**config.mk**
```make
export PLATFORM = sky130hd
export DESIGN_NAME = sms4_dec
export DESIGN_NICKNAME = d
export VERILOG_FILES = /design/src/rtl/sms4_pkg.sv /design/src/rtl/sms4_sbox.sv /design/src/rtl/sms4_dec.sv
export SDC_FILE = /design/constraint.sdc
export NUM_CORES = 1
export LEC_CHECK = 0
export ABC_AREA = 1
export CORE_MARGIN = 4
export CORE_UTILIZATION = 50
export CTS_CLUSTER_DIAMETER = 150
export DETAILED_ROUTE_END_ITERATION = 10
export GPL_TIMING_DRIVEN = 0
export PLACE_DENSITY = 0.68
export SLEW_MARGIN = 25
export SYNTH_ARGS = -nofsm -noshare
export SYNTH_HDL_FRONTEND = slang
export SYNTH_SLANG_ARGS = --single-unit
```
**constraint.sdc**
```tcl
create_clock -name clk -period 28.3 [get_ports clk]
set_input_delay 5.66 -clock clk [delete_from_list [all_inputs] [get_ports clk]]
set_output_delay 5.66 -clock clk [all_outputs]
set_load 0.005 [all_outputs]
```
**src/rtl/sms4_pkg.sv**
```systemverilog
// rtl/sms4_pkg.sv - shared SMS4 state enum, round constants and GF arithmetic helpers
package sms4_pkg;

    typedef enum logic [1:0] {
        ST_IDLE = 2'd0,
        ST_RUN  = 2'd1,
        ST_FIN  = 2'd2
    } sms4_state_e;

    localparam int SMS4_ROUNDS = 32;

    // L(B) = B ^ B<<<2 ^ B<<<10 ^ B<<<18 ^ B<<<24
    localparam int L_ROT_A = 2;
    localparam int L_ROT_B = 10;
    localparam int L_ROT_C = 18;
    localparam int L_ROT_D = 24;

    // S-box: A * inv(A*x ^ C) ^ C in GF(2^8) mod x^8+x^7+x^6+x^5+x^4+x^2+1
    localparam logic [8:0] SBOX_POLY   = 9'h1F5;
    localparam logic [7:0] SBOX_AROW   = 8'hA7;
    localparam logic [7:0] SBOX_ACONST = 8'hD3;

    // Inversion field: GF(2^4) mod x^4+x+1, GF((2^4)^2) mod y^2+y+lambda
    localparam logic [3:0] GF4_RED   = 4'h3;
    localparam logic [3:0] GF_LAMBDA = 4'hC;

    function automatic logic [31:0] rotl32(input logic [31:0] v, input int n);
        return (v << n) | (v >> (32 - n));
    endfunction

    function automatic logic [7:0] rotl8(input logic [7:0] v, input int n);
        return (v << n) | (v >> (8 - n));
    endfunction

    // Linear part of the S-box affine map; row i is 0xA7 rotated left by i
    function automatic logic [7:0] sm4_affine(input logic [7:0] x);
        logic [7:0] y;
        y = 8'h00;
        for (int i = 0; i < 8; i++) y[i] = ^(x & rotl8(SBOX_AROW, i));
        return y;
    endfunction

    function automatic logic [3:0] gf16_mul(input logic [3:0] a, input logic [3:0] b);
        logic [3:0] p;
        logic [3:0] s;
        p = 4'h0;
        s = a;
        for (int i = 0; i < 4; i++) begin
            if (b[i]) p = p ^ s;
            s = {s[2:0], 1'b0} ^ (s[3] ? GF4_RED : 4'h0);
        end
        return p;
    endfunction

    // a^14 is the inverse in GF(2^4); 0 maps to 0
    function automatic logic [3:0] gf16_inv(input logic [3:0] a);
        logic [3:0] a2, a4, a8;
        a2 = gf16_mul(a, a);
        a4 = gf16_mul(a2, a2);
        a8 = gf16_mul(a4, a4);
        return gf16_mul(gf16_mul(a8, a4), a2);
    endfunction

    // Composite element {h, l} = h*y + l
    function automatic logic [7:0] gfc_mul(input logic [7:0] a, input logic [7:0] b);
        logic [3:0] hh, hl, lh, ll;
        hh = gf16_mul(a[7:4], b[7:4]);
        hl = gf16_mul(a[7:4], b[3:0]);
        lh = gf16_mul(a[3:0], b[7:4]);
        ll = gf16_mul(a[3:0], b[3:0]);
        return {hh ^ hl ^ lh, ll ^ gf16_mul(GF_LAMBDA, hh)};
    endfunction

    function automatic logic [7:0] gfc_inv(input logic [7:0] a);
        logic [3:0] d, di;
        d  = gf16_mul(GF_LAMBDA, gf16_mul(a[7:4], a[7:4])) ^ gf16_mul(a[7:4], a[3:0])
           ^ gf16_mul(a[3:0], a[3:0]);
        di = gf16_inv(d);
        return {gf16_mul(a[7:4], di), gf16_mul(a[7:4] ^ a[3:0], di)};
    endfunction

    // Bit matrix stored as columns: m[8i+7:8i] is the image of bit i
    function automatic logic [7:0] lin_map(input logic [63:0] m, input logic [7:0] x);
        logic [7:0] y;
        y = 8'h00;
        for (int i = 0; i < 8; i++) if (x[i]) y = y ^ m[8*i +: 8];
        return y;
    endfunction

    // Polynomial basis -> composite basis: column i is beta^i for a root beta of SBOX_POLY
    function automatic logic [63:0] iso_fwd_map();
        logic [7:0]  beta, p, acc;
        logic [63:0] m;
        logic        found;
        beta  = 8'h02;
        found = 1'b0;
        m     = '0;
        for (int c = 2; c < 256; c++) begin
            p   = 8'h01;
            acc = 8'h00;
            for (int k = 0; k < 9; k++) begin
                if (SBOX_POLY[k]) acc = acc ^ p;
                p = gfc_mul(p, 8'(c));
            end
            if (!found && acc == 8'h00) begin
                beta  = 8'(c);
                found = 1'b1;
            end
        end
        p = 8'h01;
        for (int i = 0; i < 8; i++) begin
            m[8*i +: 8] = p;
            p = gfc_mul(p, beta);
        end
        return m;
    endfunction

    function automatic logic [63:0] iso_bwd_map(input logic [63:0] fwd);
        logic [63:0] m;
        m = '0;
        for (int j = 0; j < 8; j++)
            for (int v = 0; v < 256; v++)
                if (lin_map(fwd, 8'(v)) == 8'(1 << j)) m[8*j +: 8] = 8'(v);
        return m;
    endfunction

endpackage

```
**src/rtl/sms4_sbox.sv**
```systemverilog
// rtl/sms4_sbox.sv - SMS4 byte S-box, inversion done in GF((2^4)^2)
module sms4_sbox
    import sms4_pkg::*;
(
    input  logic [7:0] din,
    output logic [7:0] dout
);
    localparam logic [63:0] ISO_FWD = iso_fwd_map();
    localparam logic [63:0] ISO_BWD = iso_bwd_map(ISO_FWD);

    logic [7:0] u;
    logic [7:0] v;

    // affine in, map to composite field, invert, map back, affine out
    always_comb begin
        u    = lin_map(ISO_FWD, sm4_affine(din) ^ SBOX_ACONST);
        v    = gfc_inv(u);
        dout = sm4_affine(lin_map(ISO_BWD, v)) ^ SBOX_ACONST;
    end

endmodule

```
**src/rtl/sms4_dec.sv**
```systemverilog
// rtl/sms4_dec.sv - SMS4 iterative decrypt engine; SMS4_ENC_EN adds enc input for encrypt key order
module sms4_dec
    import sms4_pkg::*;
(
    input  logic         clk,
    input  logic         rst,
    input  logic         start,
`ifdef SMS4_ENC_EN
    input  logic         enc,
`endif
    input  logic [127:0] din,
    input  logic [31:0]  rk_in,
    output logic [4:0]   rk_idx,
    output logic         busy,
    output logic         done,
    output logic [127:0] dout
);
    sms4_state_e  state_q, state_d;
    logic [4:0]   r_q, r_d;
    logic [127:0] x_q, x_d;
    logic [127:0] dout_q, dout_d;
    logic         done_q, done_d;
    logic [31:0]  sbox_in, sbox_out, t_out;
`ifdef SMS4_ENC_EN
    logic         enc_q, enc_d;
`endif

    // round input X1 ^ X2 ^ X3 ^ rk
    assign sbox_in = x_q[95:64] ^ x_q[63:32] ^ x_q[31:0] ^ rk_in;

    for (genvar i = 0; i < 4; i++) begin : g_sbox
        sms4_sbox u_sbox (
            .din  (sbox_in[8*i +: 8]),
            .dout (sbox_out[8*i +: 8])
        );
    end

    assign t_out = sbox_out ^ rotl32(sbox_out, L_ROT_A) ^ rotl32(sbox_out, L_ROT_B)
                 ^ rotl32(sbox_out, L_ROT_C) ^ rotl32(sbox_out, L_ROT_D);

    assign done = done_q;
    assign dout = dout_q;

    // status outputs: key index counts down for decrypt, zero outside RUN
    always_comb begin
        busy   = (state_q == ST_RUN);
        rk_idx = 5'd0;
        if (state_q == ST_RUN) begin
`ifdef SMS4_ENC_EN
            rk_idx = enc_q ? r_q : ~r_q;
`else
            rk_idx = ~r_q;
`endif
        end
    end

    // next state: load on start, one round per RUN cycle, publish reversed words in FIN
    always_comb begin
        state_d = state_q;
        r_d     = r_q;
        x_d     = x_q;
        dout_d  = dout_q;
        done_d  = 1'b0;
`ifdef SMS4_ENC_EN
        enc_d   = enc_q;
`endif
        case (state_q)
            ST_IDLE: begin
                if (start) begin
                    state_d = ST_RUN;
                    r_d     = 5'd0;
                    x_d     = din;
`ifdef SMS4_ENC_EN
                    enc_d   = enc;
`endif
                end
            end
            ST_RUN: begin
                x_d = {x_q[95:0], x_q[127:96] ^ t_out};
                r_d = r_q + 5'd1;
                if (r_q == 5'(SMS4_ROUNDS - 1)) state_d = ST_FIN;
            end
            ST_FIN: begin
                dout_d  = {x_q[31:0], x_q[63:32], x_q[95:64], x_q[127:96]};
                done_d  = 1'b1;
                state_d = ST_IDLE;
            end
            default: state_d = ST_IDLE;
        endcase
    end

    // state registers with synchronous reset
    always_ff @(posedge clk) begin
        if (rst) begin
            state_q <= ST_IDLE;
            r_q     <= 5'd0;
            x_q     <= '0;
            dout_q  <= '0;
            done_q  <= 1'b0;
`ifdef SMS4_ENC_EN
            enc_q   <= 1'b0;
`endif
        end else begin
            state_q <= state_d;
            r_q     <= r_d;
            x_q     <= x_d;
            dout_q  <= dout_d;
            done_q  <= done_d;
`ifdef SMS4_ENC_EN
            enc_q   <= enc_d;
`endif
        end
    end

endmodule

```
### Yosys cells after proc, flatten, opt, wreduce, memory -nomap -nowiden

Index checks and enable logic that the tools add are counted.

| storage, ports and cells | value |
|---|---|
| word-level logic and storage cells | 741 |
| bits of input ports | 163 |
| register bits | 264 |
| output and inout bits | 135 |

| operators by class | value |
|---|---|
| bitwise gates (word level) | 317 |
| add/sub/neg operators | 1 |
| reduce and logical (&&, ||, !) cells | 68 |
| mux-type cells | 345 |
| equality and inequality tests | 5 |

Operator list:

| operator | count |
|---|---|
| 4-bit XOR | 224 |
| 4-bit two-way mux | 176 |
| 8-bit parity | 64 |
| 128-bit case mux with 2 select lines | 1 |
| 32-bit XOR | 8 |
| 8-bit two-way mux | 28 |
| 2-bit two-way mux | 98 |
| 128-bit two-way mux | 1 |
| 7-bit two-way mux | 16 |
| 5-bit NOT | 21 |
| 6-bit two-way mux | 8 |
| 4-bit NOT | 12 |
| 6-bit NOT | 8 |
| 3-bit NOT | 12 |
| 32-bit by 10-bit OR with 32-bit output | 1 |
| 32-bit by 18-bit OR with 32-bit output | 1 |
| 32-bit by 2-bit OR with 32-bit output | 1 |
| 32-bit by 24-bit OR with 32-bit output | 1 |
| 2-bit NOT | 12 |
| 1-bit NOT with 2-bit output (first input constant) | 8 |
| 3-bit NOT with 4-bit output | 4 |
| 4-bit by 2-bit XOR with 4-bit output | 4 |
| 3-bit two-way mux | 4 |
| 5-bit two-way mux | 2 |
| other kinds (12) | 21 |

### Logic depth before layout (Yosys ltp)

| logic depth | value |
|---|---|
| depth after elaboration | 105 |
| mapped depth | 86 |
| mapped depth without buffers | 83 |

### Cells and area by module

From an unflattened synthesis, not the netlist that was laid out.

| unflattened totals | value |
|---|---|
| cells, all modules | 5148 |
| area total of the unflattened synthesis | 28665.0 sq um |

By module, submodules not included:

| module | cells each | seq. area each (sq um) | instances | area each (sq um) |
|---|---|---|---|---|
| sms4_dec | 1969 | 5285.1 | 1 | 13212.7 |
| sms4_sbox at g_sbox[1].u_sbox ... | 793 | 0.0 | 3 | 3823.7 |
| sms4_sbox at g_sbox[0].u_sbox | 800 | 0.0 | 1 | 3981.3 |

### Least setup slack after synthesis

Ideal clock, no wire load.

| timing path | value |
|---|---|
| path kind | input to register |
| start point | input rk_in[28] |
| end point | register x_q[25] |
| arrival | 12872 ps |
| stages | 69 |
| data required time | 28234 ps |
| setup time | 66 ps |
| path slack | 15362 ps |
| path buffers | 4 |
| cell sequence | xor2_2 -> xor2_1 -> nand2_2 -> nand2_2 -> nand2_1 -> nand2_4 -> inv_4 -> nor2_2 -> nor2_1 -> nand2_1 -> nand2_2 -> ha_1 -> inv_1 -> clkbuf_1 -> nand2_1 -> xor2_1 -> xor2_1 -> xnor2_2 -> (+33 left out) -> nand2_1 -> inv_1 -> nor2_4 -> nand2_4 -> nand2_2 -> nand2_1 -> nand2_2 -> nand2_2 -> nand2_4 -> nand2_2 -> nand2_4 -> xor2_1 -> nand2_1 -> nand2_1 -> nor2_1 -> nor2_2 -> nand2_1 -> a21oi_2 |

| between the ends | value |
|---|---|
| longest elaborated chain between the ends | 88 |
| elaborated cells between the ends (all ways) | 167 |
| those cells by class | mux: 83; bitwise: 78; reduce/logical: 6 |

Ends and longest elaborated chain:

| item | line | RTL |
|---|---|---|
| from (decl) | sms4_dec.sv:12 | `input logic [31:0] rk_in,` |
| 32-bit XOR * | sms4_dec.sv:29 | `assign sbox_in = x_q[95:64] ^ x_q[63:32] ^ x_q[31:0] ^ rk_in;` |
| 8-bit parity | sms4_pkg.sv:39 | `for (int i = 0; i < 8; i++) y[i] = ^(x & rotl8(SBOX_AROW, i));` |
| 8-bit two-way mux | sms4_pkg.sv:86 | `for (int i = 0; i < 8; i++) if (x[i]) y = y ^ m[8*i +: 8];` |
| 5-bit NOT (no source line) | n/a |  |
| 8-bit two-way mux | sms4_pkg.sv:86 |  |
| 6-bit NOT (no source line) | n/a |  |
| 8-bit two-way mux | sms4_pkg.sv:86 |  |
| 2-bit NOT (no source line) | n/a |  |
| (+70 left out) | n/a |  |
| 6-bit NOT (no source line) | n/a |  |
| 7-bit two-way mux * | sms4_pkg.sv:86 |  |
| 8-bit parity * | sms4_pkg.sv:39 |  |
| 5-bit NOT (no source line) * | n/a |  |
| 32-bit XOR * (2 in series) | sms4_dec.sv:38 | `assign t_out = sbox_out ^ rotl32(sbox_out, L_ROT_A) ^ rotl32(sbox_out, L_ROT_B)` |
| 32-bit XOR * (2 in series) | sms4_dec.sv:39 | `^ rotl32(sbox_out, L_ROT_C) ^ rotl32(sbox_out, L_ROT_D);` |
| 32-bit XOR * | sms4_dec.sv:79 | `x_d = {x_q[95:0], x_q[127:96] ^ t_out};` |
| 128-bit case mux with 2 select lines * | sms4_dec.sv:67 | `case (state_q)` |
| to (signal assigned) | sms4_dec.sv:97 | `x_q <= '0;` |
| to (signal assigned) | sms4_dec.sv:106 | `x_q <= x_d;` |
| to (decl) | sms4_dec.sv:20 | `logic [127:0] x_q, x_d;` |

Mark *: on every way between the ends. The rest lies on a longest branch, timed or not.
A chain may end at the register's enable or synchronous reset.

### Worst setup path after layout

| timing path | value |
|---|---|
| start point | input rk_in[5] |
| end point | register x_q[7] |

| between the ends | value |
|---|---|
| longest elaborated chain between the ends | 89 |
| elaborated cells between the ends (all ways) | 172 |
| those cells by class | mux: 85; bitwise: 80; reduce/logical: 7 |

Ends and longest elaborated chain:

| item | line |
|---|---|
| 32-bit XOR * | sms4_dec.sv:29 |
| 8-bit parity | sms4_pkg.sv:39 |
| 5-bit NOT (no source line) | n/a |
| 1-bit two-way mux | sms4_pkg.sv:86 |
| 4-bit NOT (no source line) | n/a |
| 8-bit two-way mux | sms4_pkg.sv:86 |
| 4-bit NOT (no source line) | n/a |
| 8-bit two-way mux | sms4_pkg.sv:86 |
| (+71 left out) | n/a |
| 6-bit NOT (no source line) | n/a |
| 7-bit two-way mux | sms4_pkg.sv:86 |
| 8-bit parity | sms4_pkg.sv:39 |
| 5-bit NOT (no source line) | n/a |
| 32-bit XOR * (2 in series) | sms4_dec.sv:38 |
| 32-bit XOR * (2 in series) | sms4_dec.sv:39 |
| 32-bit XOR * | sms4_dec.sv:79 |
| 128-bit case mux with 2 select lines * | sms4_dec.sv:67 |

Marks and branches as above.

==> run summary <==
The count of endpoints failing hold in the final timing report is 0. The achievable frequency is 0.0659 GHz. The final critical delay including setup and external delays came out at 15.17 ns. By area the synthesized netlist is led by nand2_1 (22%), dfxtp_1 (19%), nand3_1 (10%), inv_1 (6.9%), nand2_2 (5.5%). The share of flip-flops with an asynchronous set or reset after synthesis is 0%. The clock latency of the later-clocked register in the worst-skew pair came out at 0.57 ns.

The maximum cell stage delay along the critical path came out at 0.63 ns. The cell count after synthesis came out at 4,643. The maximum number of pins on one net before global-route repair came out at 15. The number of hold buffers added after CTS is 0. Measured in cells, the most critical reg-to-reg path has a length of 61. The total wirelength of the detailed-routed design is 102,000 µm. The remaining antenna violation count after routing came out at 0. The floorplan step defined a core boundary enclosing 0.0541 mm². The number of buffers created by CTS is 27. Across the run, the number of max-cap violations was 0. The detailed-placement wirelength estimate came out at 83,600 µm. The setup path with the least slack is of type input port to register. In this run the clock root is driven by a clkbuf_16. The number of buffers added on ports came out at 297. Setup repair after global routing left no endpoint under its margin.

After detailed routing, the number of remaining DRC violations is 0. The TritonCTS sink count is 264. The cell area that synthesis handed to floorplanning was 0.0275 mm². For this configuration, the core starts out at a cell density of 50.7%. The portion of the post-synthesis area used by sequential elements is 19.2%. Among the stages of the critical path, the cell type that occurs most often is nand2_1. Summing all flip-flop and latch instances after layout gives 0.00529 mm². Along the worst hold path, the cell count comes to 2.

Detailed routing inserted a total of 30,800 vias. The arrival time of data at the critical path endpoint came out at 15.67 ns. The number of antenna violations at the first check in global routing was 7. The initialized floorplan defines 85 standard-cell rows. The average instance in the mapped netlist occupies 5.92 µm².

The max-slew violation total from the final report came out at 0. The first-pass GRT wire length is 155,000 µm. Setup total negative slack on the finished layout was measured at 0 ns. Synthesis produced a netlist with a net count of 4,840. The fill cell instance count of the final layout is 5,494. The area share of the largest cell type after synthesis is 22.4%. In this run the tightest slew margin relative to its limit is 42.0%. The count of flip-flops with a built-in enable after synthesis came out at 0. The number of DRC violations after detailed-routing iteration 0 came out at 2,837.

In the final layout, the multi-input gates occupy 0.0191 mm². For this run, the leading register cell type out of synthesis is dfxtp_1. The average via count per standard cell is 5.41. The TritonCTS clock tree is done. Of all cell types, the one taking the most synthesized area is nand2_1.

The global placer's final weighted congestion is 0.988. The clock passes through at most 3 buffers. The total of flip-flops plus latches after synthesis is 264.

The total global-route track usage came out at 32.9%. The remaining global-route overflow came out at 0. The flow ran to the end, and the final reports show no timing, DRC or antenna violations. The height of the die is 242 µm. The floorplan die width came out at 242 µm. 298 I/O pins were placed.

Setup violations remaining at the end of the flow were counted as 0. STA classifies the critical path startpoint as an input port. The worst setup path is captured at a register.

For the worst setup path, the data required time is 28.80 ns. The post-layout utilization of the core came out at 59.5%. The tightest min-delay check is of the register to register type. The die covers 0.0587 mm².

The slew at the pin with the worst max-slew slack came out at 0.870 ns. The synthesized netlist contains 53 unique library cells. The total of warnings raised by yosys came out at 0. After layout, the worst path uses 53.6% of the clock period.

The first TritonRoute pass finished after 8 iterations. In this run the post-CTS setup repair buffer count came out at 0. Dividing the detail-routed wire length by the instance count gives 17.8 µm. The layout net count is 5,166. Cells with a size suffix above 1 make up 12.2% of the layout.

The slowest stage of the critical path is the clkdlybuf4s50_1 cell. The number of H-tree levels came out at 1. From synthesis to final layout, the design area changed by 17.3%. Gates resized during post-CTS repair numbered 0.

Across the routed clock network, the largest skew measured is 0.0154 ns. The via count of the first global-routing pass is 27,800. In this run the worst path has a maximum fanout of 11. The register clock-pin slew on the reported worst setup and hold paths is 0.07 ns.
-- kinds of logic after synthesis --
family          Yosys count  share of synthesized area (%)
compound gates          533                           11.4
xor+xnor                264                           9.43
fa+ha+maj                34                           1.55
buf+inv                 742                           11.2
flops                   264                           19.2
simple gates           2806                           47.1
-- per-layer routing --
| layer | GRT usage [%] | part of all wire [%] |
|---|---|---|
| met4 | 12.0 | 4.1 |
| met5 | 0 | 0.036 |
| met2 | 53.4 | 45 |
| met3 | 4.53 | 8.1 |
| met1 | 44.5 | 43 |
-- Yosys cell counts (3+ instances only) --
cell and n:
clkbuf_1 83, nand3_4 4, xnor2_1 91, inv_2 98, nand3_2 46, nor2_4 7
a22o_2 3, buf_6 13, clkbuf_8 14, nand3b_1 24, nand2_1 1638, buf_4 7
xor2_2 13, buf_1 4, or2_1 4, o21ai_1 11, a21oi_2 7, o211ai_1 3
nor2_2 21, a21o_1 5, dfxtp_1 264, buf_2 7, nand2_4 53, xnor2_2 9
nand4_1 45, o221ai_1 96, nand2_2 241, xor2_1 144, a22o_1 3, nand3_1 554
ha_1 34, o21ai_0 152, inv_1 503, clkinv_1 4, inv_4 6, a21oi_1 245
nor2_1 161, o21bai_1 4
-- state kept, by name, indices dropped and copies added, names as in the netlist --
name	flops
done	1
state_q	2
r_q	5
x_q	128
dout	128
-- per-stage QoR --
stage	instance area, µm²	setup slack, ns	hold slack [ns]	std cells
after floorplan	27500	15.36	0.451	4643
after global placement	31300	12.76	0.463	5636
after detailed placement	31300	12.68	0.475	5636
after CTS	32200	13.25	0.490	5686
after global routing	32200	12.15	0.505	5688
final	32200	13.13	0.481	5689
-- placed cells by master, fill, tap and decap left out, types with 91 or more instances in the layout --
cell                n
xor2_1            144
nand2_1          1638
inv_2              98
nand2_2           241
nor2_1            161
inv_1             503
dfxtp_1           264
o221ai_1           96
clkdlybuf4s50_1   297
a21oi_1           245
xnor2_1            91
nand3_1           554
o21ai_0           152
-- cell type report --
type                            count  area share (%)
Sequential cell                   264            16.4
Multi-Input combinational cell   3637            59.3
Antenna cell                        3          0.0233
Tap cell                          696            2.70
Clock buffer                       35            2.28
Timing Repair Buffer              297            9.23
Buffer                            130            2.40
Clock inverter                     15           0.489
Inverter                          612            7.18
-- path summary, 6_finish.rpt --
check | from | end | slack, ns
worst max-delay path | rk_in[5] | x_q[7] | 13.13
worst min-delay path | dout[123] | dout[123] | 0.48
worst max register to register | x_q[5] | x_q[7] | 18.27
worst min register to register | dout[123] | dout[123] | 0.48
-- critical path: cells and delay by family --
kind / cells / cell delay [ns]
adders and majority gates: 3 / 0.93
buffers and inverters: 15 / 2.68
AOI/OAI and AO/OA: 1 / 0.15
xor gates and xnor gates: 8 / 2.60
and+or+nand+nor: 35 / 3.63
Power is left out: the tool's default activity adds up to more than one toggle a clock period on the data nets, which glitch-free logic cannot reach.
